## src/rtl/square_animator_if.sv

```systemverilog
// Raster position/enable from the timing generator and the square overlay results back.
// Master drives the raster side; the animator takes the slave modport.
interface square_animator_if #(
    parameter int CORDW = 10
);
    logic [CORDW-1:0] sx;
    logic [CORDW-1:0] sy;
    logic             de;
    logic             pause;
    logic             q_draw;
    logic             de_q;
    logic [CORDW-1:0] qx;
    logic [CORDW-1:0] qy;
    logic             frame;

    modport master (
        output sx, sy, de, pause,
        input  q_draw, de_q, qx, qy, frame
    );

    modport slave (
        input  sx, sy, de, pause,
        output q_draw, de_q, qx, qy, frame
    );
endinterface

```

## src/rtl/square_animator.sv

```systemverilog
// Moving square overlay: steps once per frame on the first blanking line, bounce or wrap (SQUARE_ANIM_WRAP_EN).
// Latency: q_draw/de_q one clk_pix after sx/sy/de; position changes only outside the picture.
// Backpressure: none, consumes one raster position every cycle.
module square_animator #(
    parameter int CORDW  = 10,
    parameter int H_RES  = 640,
    parameter int V_RES  = 480,
    parameter int Q_SIZE = 32,
    parameter int SPEED  = 1,
    parameter int X_INIT = 0,
    parameter int Y_INIT = 0
) (
    input  logic             clk_pix,
    input  logic             rst_n,
    square_animator_if.slave bus
);
    localparam int W = CORDW + 1;
    typedef logic [W-1:0] wide_t;

    localparam wide_t H_W  = wide_t'(H_RES);
    localparam wide_t V_W  = wide_t'(V_RES);
    localparam wide_t Q_W  = wide_t'(Q_SIZE);
    localparam wide_t SP_W = wide_t'(SPEED);

    typedef enum logic [1:0] {IDLE, RUN, PAUSED} state_t;

    state_t           state_q;
    logic [CORDW-1:0] qx_q;
    logic [CORDW-1:0] qy_q;
    logic             dx_q;   // 1 = moving left
    logic             dy_q;   // 1 = moving up
    logic             q_draw_q;
    logic             de_q_q;
    logic             frame_q;

    wide_t sx_w, sy_w, qx_w, qy_w, x_end, y_end;
    logic  upd, move, in_x, in_y;
    logic [CORDW:0] x_d;      // {dir, pos} the axis takes if it moves this strobe
    logic [CORDW:0] y_d;

    assign sx_w  = {1'b0, bus.sx};
    assign sy_w  = {1'b0, bus.sy};
    assign qx_w  = {1'b0, qx_q};
    assign qy_w  = {1'b0, qy_q};
    assign x_end = qx_w + Q_W;
    assign y_end = qy_w + Q_W;

    assign upd  = (bus.sx == '0) && (sy_w == V_W);
    // Once running, every strobe without pause moves, including the one that leaves PAUSED.
    assign move = upd && !bus.pause && (state_q != IDLE);

`ifdef SQUARE_ANIM_WRAP_EN
    function automatic logic [CORDW-1:0] wrap_step(input wide_t pos, input wide_t res);
        wide_t sum;
        sum = pos + SP_W;
        if (sum >= res) begin
            sum = sum - res;
        end
        return sum[CORDW-1:0];
    endfunction

    assign x_d  = {dx_q, wrap_step(qx_w, H_W)};
    assign y_d  = {dy_q, wrap_step(qy_w, V_W)};
    // Square may straddle the right/bottom edge and reappear at 0.
    assign in_x = ((sx_w >= qx_w) && (sx_w < x_end)) || ((x_end > H_W) && (sx_w + H_W < x_end));
    assign in_y = ((sy_w >= qy_w) && (sy_w < y_end)) || ((y_end > V_W) && (sy_w + V_W < y_end));
`else
    function automatic logic [CORDW:0] bounce_step(input wide_t pos, input logic back, input wide_t res);
        wide_t lim;
        wide_t nxt;
        logic  dir;
        lim = res - Q_W;
        dir = back;
        if (!back) begin
            nxt = pos + SP_W;
            if (nxt >= lim) begin
                nxt = lim;
                dir = 1'b1;
            end
        end else if (pos <= SP_W) begin
            nxt = '0;
            dir = 1'b0;
        end else begin
            nxt = pos - SP_W;
        end
        return {dir, nxt[CORDW-1:0]};
    endfunction

    assign x_d  = bounce_step(qx_w, dx_q, H_W);
    assign y_d  = bounce_step(qy_w, dy_q, V_W);
    assign in_x = (sx_w >= qx_w) && (sx_w < x_end);
    assign in_y = (sy_w >= qy_w) && (sy_w < y_end);
`endif

    always_ff @(posedge clk_pix or negedge rst_n) begin
        if (!rst_n) begin
            state_q  <= IDLE;
            qx_q     <= CORDW'(X_INIT);
            qy_q     <= CORDW'(Y_INIT);
            dx_q     <= 1'b0;
            dy_q     <= 1'b0;
            q_draw_q <= 1'b0;
            de_q_q   <= 1'b0;
            frame_q  <= 1'b0;
        end else begin
            q_draw_q <= bus.de && in_x && in_y;
            de_q_q   <= bus.de;
            frame_q  <= upd;

            if (upd) begin
                unique case (state_q)
                    IDLE:    state_q <= RUN;
                    RUN:     if (bus.pause) state_q <= PAUSED;
                    PAUSED:  if (!bus.pause) state_q <= RUN;
                    default: state_q <= IDLE;
                endcase
            end

            if (move) begin
                qx_q <= x_d[CORDW-1:0];
                dx_q <= x_d[CORDW];
                qy_q <= y_d[CORDW-1:0];
                dy_q <= y_d[CORDW];
            end
        end
    end

    assign bus.q_draw = q_draw_q;
    assign bus.de_q   = de_q_q;
    assign bus.frame  = frame_q;
    assign bus.qx     = qx_q;
    assign bus.qy     = qy_q;
endmodule

```

## src/flat_wrapper.sv

```systemverilog
// flat-port wrapper written by rule: the top's interface ports become plain ports
module square_animator_flat 
#(
    parameter int CORDW  = 10,
    parameter int H_RES  = 640,
    parameter int V_RES  = 480,
    parameter int Q_SIZE = 32,
    parameter int SPEED  = 1,
    parameter int X_INIT = 0,
    parameter int Y_INIT = 0
)
  (clk_pix, rst_n, bus_sx, bus_sy, bus_de, bus_pause, bus_q_draw, bus_de_q, bus_qx, bus_qy, bus_frame);
  square_animator_if #(.CORDW(CORDW)) bus_i ();
  input  logic clk_pix;
  input  logic rst_n;
  input wire logic [$bits(bus_i.sx)-1:0] bus_sx;
  input wire logic [$bits(bus_i.sy)-1:0] bus_sy;
  input wire logic [$bits(bus_i.de)-1:0] bus_de;
  input wire logic [$bits(bus_i.pause)-1:0] bus_pause;
  output wire logic [$bits(bus_i.q_draw)-1:0] bus_q_draw;
  output wire logic [$bits(bus_i.de_q)-1:0] bus_de_q;
  output wire logic [$bits(bus_i.qx)-1:0] bus_qx;
  output wire logic [$bits(bus_i.qy)-1:0] bus_qy;
  output wire logic [$bits(bus_i.frame)-1:0] bus_frame;
  assign bus_i.sx = bus_sx;
  assign bus_i.sy = bus_sy;
  assign bus_i.de = bus_de;
  assign bus_i.pause = bus_pause;
  assign bus_q_draw = bus_i.q_draw;
  assign bus_de_q = bus_i.de_q;
  assign bus_qx = bus_i.qx;
  assign bus_qy = bus_i.qy;
  assign bus_frame = bus_i.frame;
  square_animator #(.CORDW(CORDW), .H_RES(H_RES), .V_RES(V_RES), .Q_SIZE(Q_SIZE), .SPEED(SPEED), .X_INIT(X_INIT), .Y_INIT(Y_INIT)) u_core (.clk_pix(clk_pix), .rst_n(rst_n), .bus(bus_i));
endmodule
```

## config.mk

```make
export PLATFORM = sky130hd
export DESIGN_NAME = square_animator_flat
export DESIGN_NICKNAME = d
export VERILOG_FILES = /design/src/rtl/square_animator_if.sv /design/src/rtl/square_animator.sv /design/src/flat_wrapper.sv
export SDC_FILE = /design/constraint.sdc
export NUM_CORES = 1
export LEC_CHECK = 0
export ABC_AREA = 1
export BUFFER_PORTS_ARGS = -buffer_cell sky130_fd_sc_hd__buf_4
export CELL_PAD_IN_SITES_DETAIL_PLACEMENT = 1
export CELL_PAD_IN_SITES_GLOBAL_PLACEMENT = 1
export CORE_MARGIN = 4
export CORE_UTILIZATION = 45
export CTS_BUF_LIST = sky130_fd_sc_hd__clkbuf_8
export CTS_CLUSTER_DIAMETER = 120
export CTS_CLUSTER_SIZE = 16
export DETAILED_ROUTE_END_ITERATION = 10
export GPL_TIMING_DRIVEN = 0
export PLACE_DENSITY_LB_ADDON = 0.1
export SYNTH_ARGS = -nofsm -noshare
export SYNTH_HDL_FRONTEND = slang
export SYNTH_SLANG_ARGS = --single-unit
```

## constraint.sdc

```tcl
create_clock -name clk_pix -period 2.9 [get_ports clk_pix]
set_input_delay 0 -clock clk_pix [delete_from_list [all_inputs] [get_ports clk_pix]]
set_output_delay 0 -clock clk_pix [all_outputs]
set_load 0.005 [all_outputs]
```

==> qor.yml <==
outcome: "finished, final reports clean"
ctsLongestPathBuffers: 2
cts_tree: "built"
remaining_drc_errors: 0
setup_viol: 0
antenna_found_initial: 0
cts-buffers-inserted: 3
ys_seq_area_frac: 0.204
r2r-start: "u_core.bus.qx[5]"
row_count: 30
cp.arrival_ns: 2.57
fin_util: 0.550
synth_compound_area_frac: 0.100
synth-xor-area-share: 0.0503
criticalPathCategory: "flip-flop to flip-flop"
slew_headroom: 0.663
cts.reportedPaths.clkPinSlew_ns: 0.11
maxCapViolations: 0
ant_nets: 0
ys_types: 37
gp_congestion: 0.889
viasPerCell: 5.46
post-dp-hpwl_microns: 8890
grt_pass1_vias: 4011
drv_slew: 0
cts_hold_buf: 2
wl_per_cell_microns: 16.3
synth_edf_count: 0
yosys.area.top_type: "dfrtp_1"
cp-start-kind: "flip-flop"
p_per_area_mw_per_mm2: 193
drt_pre_antenna_iters: 4
cts_resized: 0
critPathCaptureType: "flip-flop"
postLayoutCellArea_sq_mm: 0.00384
cts_setup_buffers: 0
path_cells: "ha_1, nand2_1, nor2_1, xor2_1, ha_1, a21boi_0, nand2_1, nor2_1, nor2_1, nand4_1, nor2_1"
hp-start: "bus_sx[0]"
cts-root-buf: "clkbuf_8"
min_period_ns: 2.39
htreeDepth: 1
core_sq_mm: 0.00698
rsz0062_at_grt: "no"
path_delay_family: "simple AND/OR/NAND/NOR gates"
async_reset_ff_frac: 1.00
grt_pass1_wl_microns: 18700
p_leak_uw: 0.00207
dpl-instance-area_sq_mm: 0.00377
synthCells: 526
synth_top_family_by_area: "simple AND/OR/NAND/NOR gates"
power_frac_seq: 0.510
grt_max_degree: 28
tightest_slew_ns: 0.505
critPathBufInv: 0
p_sw_uw: 210
crit_slowest_cell: "dfrtp_1"
areaGrowthSynthToFinish_pct: 16.0
ys_warn_count: 0
nets: 643
hold_ws_ns: 0.193
rr_endpoint: "u_core.bus.q_draw"
pwr-share-comb: 0.178
die_y_microns: 93.7
synthSimpleGateAreaFrac: 0.406
timing.setup.tns_ns: 0
drive_above_1_share: 0.131
num_antenna_cells: 0
hold_violations: 0
syn_area_per_cell_sq_um: 6.29
drt_iter0_markers: 91
ys_top_cells_by_area: "dfrtp_1 20%, ha_1 15%, nand2_1 14%"
synth_fa_ha_area_frac: 0.151
finalCritPeriodShare: 0.823
hold_class: "input pin to flip-flop"
grt.overflow.total: 0
finalClockSkew_ns: 0.00520
min_path_cells: 4
num_io_pins: 47
ir_drop_mv: 0.168
p_clk_frac: 0.312
synth_top_cell_area_share: 0.204
die_w_microns: 93.7
crit_fanout: 9
synth-main-ff-cell: "dfrtp_1"
via_count: 3680
synthMuxAreaShare: 0
clk_latency_ns: 0.28
cpPeakStageDelay_ns: 0.59
cp_common_cell: "nor2_1"
whs_endpoint: "u_core.bus.frame"
crit_required_ns: 3.08
finalPower_uw: 741
p_int_uw: 530
netlist_area_sq_mm: 0.00331
ys_ff_latch: 27
fmax_ghz: 0.419
io_buffers: 46
regToRegSetupSlack_ns: 0.51
grt_usage: 0.263
swShare: 0.284
fp.dieArea_sq_mm: 0.00879
synth_fp_nets: 590
wirelength_microns: 11000
cts_sinks: 27
reg2regPathDepth: 11
start_util: 0.474
-- power by group through the flow --
stage	clock network, uW	logic [uW]	registers [uW]
global route	249	150	378
global placement	0	122	385
floorplan	0	62.5	385
CTS	238	132	377
finish	231	132	377
detailed placement	0	130	385
-- cells by family (layout without fill, tap and decap cells) --
| logic type | Yosys count | count (layout) |
|---|---|---|
| AND/OR/NAND/NOR | 312 | 312 |
| buffers and inverters | 69 | 121 |
| AO/OA/AOI/OAI | 59 | 59 |
| adder cells (fa/ha/maj) | 40 | 40 |
| flip-flops | 27 | 27 |
| XOR/XNOR | 19 | 19 |
-- worst min-delay path, cell delays in order --
cell and delay [ns]:
buf_4 0.08, nor2_1 0.03, nand4_1 0.19, nor2_1 0.12
-- cell usage after synthesis (4+ instances only) --
library cell,count
a21oi_1,27
nand4_1,15
inv_2,5
dfrtp_1,27
inv_1,53
nand2_1,127
o21ai_0,16
a21o_1,4
nand3_1,35
ha_1,40
nor3_1,8
nand3_2,4
nor2_1,109
xor2_1,17
-- stage by stage --
step | instances | setup WS, ns
2_1_floorplan | 526 | 1.02
3_3_place_gp | 668 | 0.676
3_5_place_dp | 668 | 0.624
4_1_cts | 674 | 0.600
5_1_grt | 674 | 0.286
6_report | 674 | 0.512
-- area by class of cell --
class | instances | area [sq um]
Tap cell | 96 | 120
Inverter | 59 | 223
Buffer | 10 | 67.6
Clock inverter | 1 | 3.75
Fill cell | 995 | 3140
Multi-Input combinational cell | 430 | 2340
Clock buffer | 3 | 41.3
Sequential cell | 27 | 676
Timing Repair Buffer | 48 | 365
-- cells in the final DEF (no fill, tap or decap), drive strengths merged, types with 11 or more instances in the layout --
cell   count
ha        40
a21oi     27
nand2    130
nand4     15
nor3      11
o21ai     17
inv       59
buf       54
xor2      17
nand3     39
nor2     111
dfrtp     27
-- worst max path at each step --
stage / from / depth (start not counted) / end / slack (ns)
floorplan: u_core.bus.qx[5] / 11 / u_core.bus.q_draw / 1.02
global placement: u_core.bus.qx[5] / 10 / u_core.bus.q_draw / 0.68
detailed placement: u_core.bus.qx[5] / 11 / u_core.bus.q_draw / 0.62
CTS: u_core.bus.qx[5] / 11 / u_core.bus.q_draw / 0.60
global route: u_core.bus.qx[5] / 11 / u_core.bus.q_draw / 0.29
finish: u_core.bus.qx[5] / 11 / u_core.bus.q_draw / 0.51
-- per-layer routing --
| metal | vias to the layer above | track usage | part of all wire |
|---|---|---|---|
| met2 | 58 | 0.509 | 0.54 |
| li1 | 1807 | - | - |
| met4 | 0 | 0.0890 | 0.023 |
| met1 | 1796 | 0.291 | 0.41 |
| met3 | 19 | 0.0353 | 0.027 |
| met5 | - | 0 | 0 |
-- registers in the layout (all words and copies together) (netlist names) --
register	cells
u_core.bus.qx	10
u_core.bus.qy	10
u_core.state_q	2
u_core.bus.de_q	1
u_core.bus.frame	1
u_core.bus.q_draw	1
u_core.dx_q	1
u_core.dy_q	1
(Power assumes the default switching activity.)
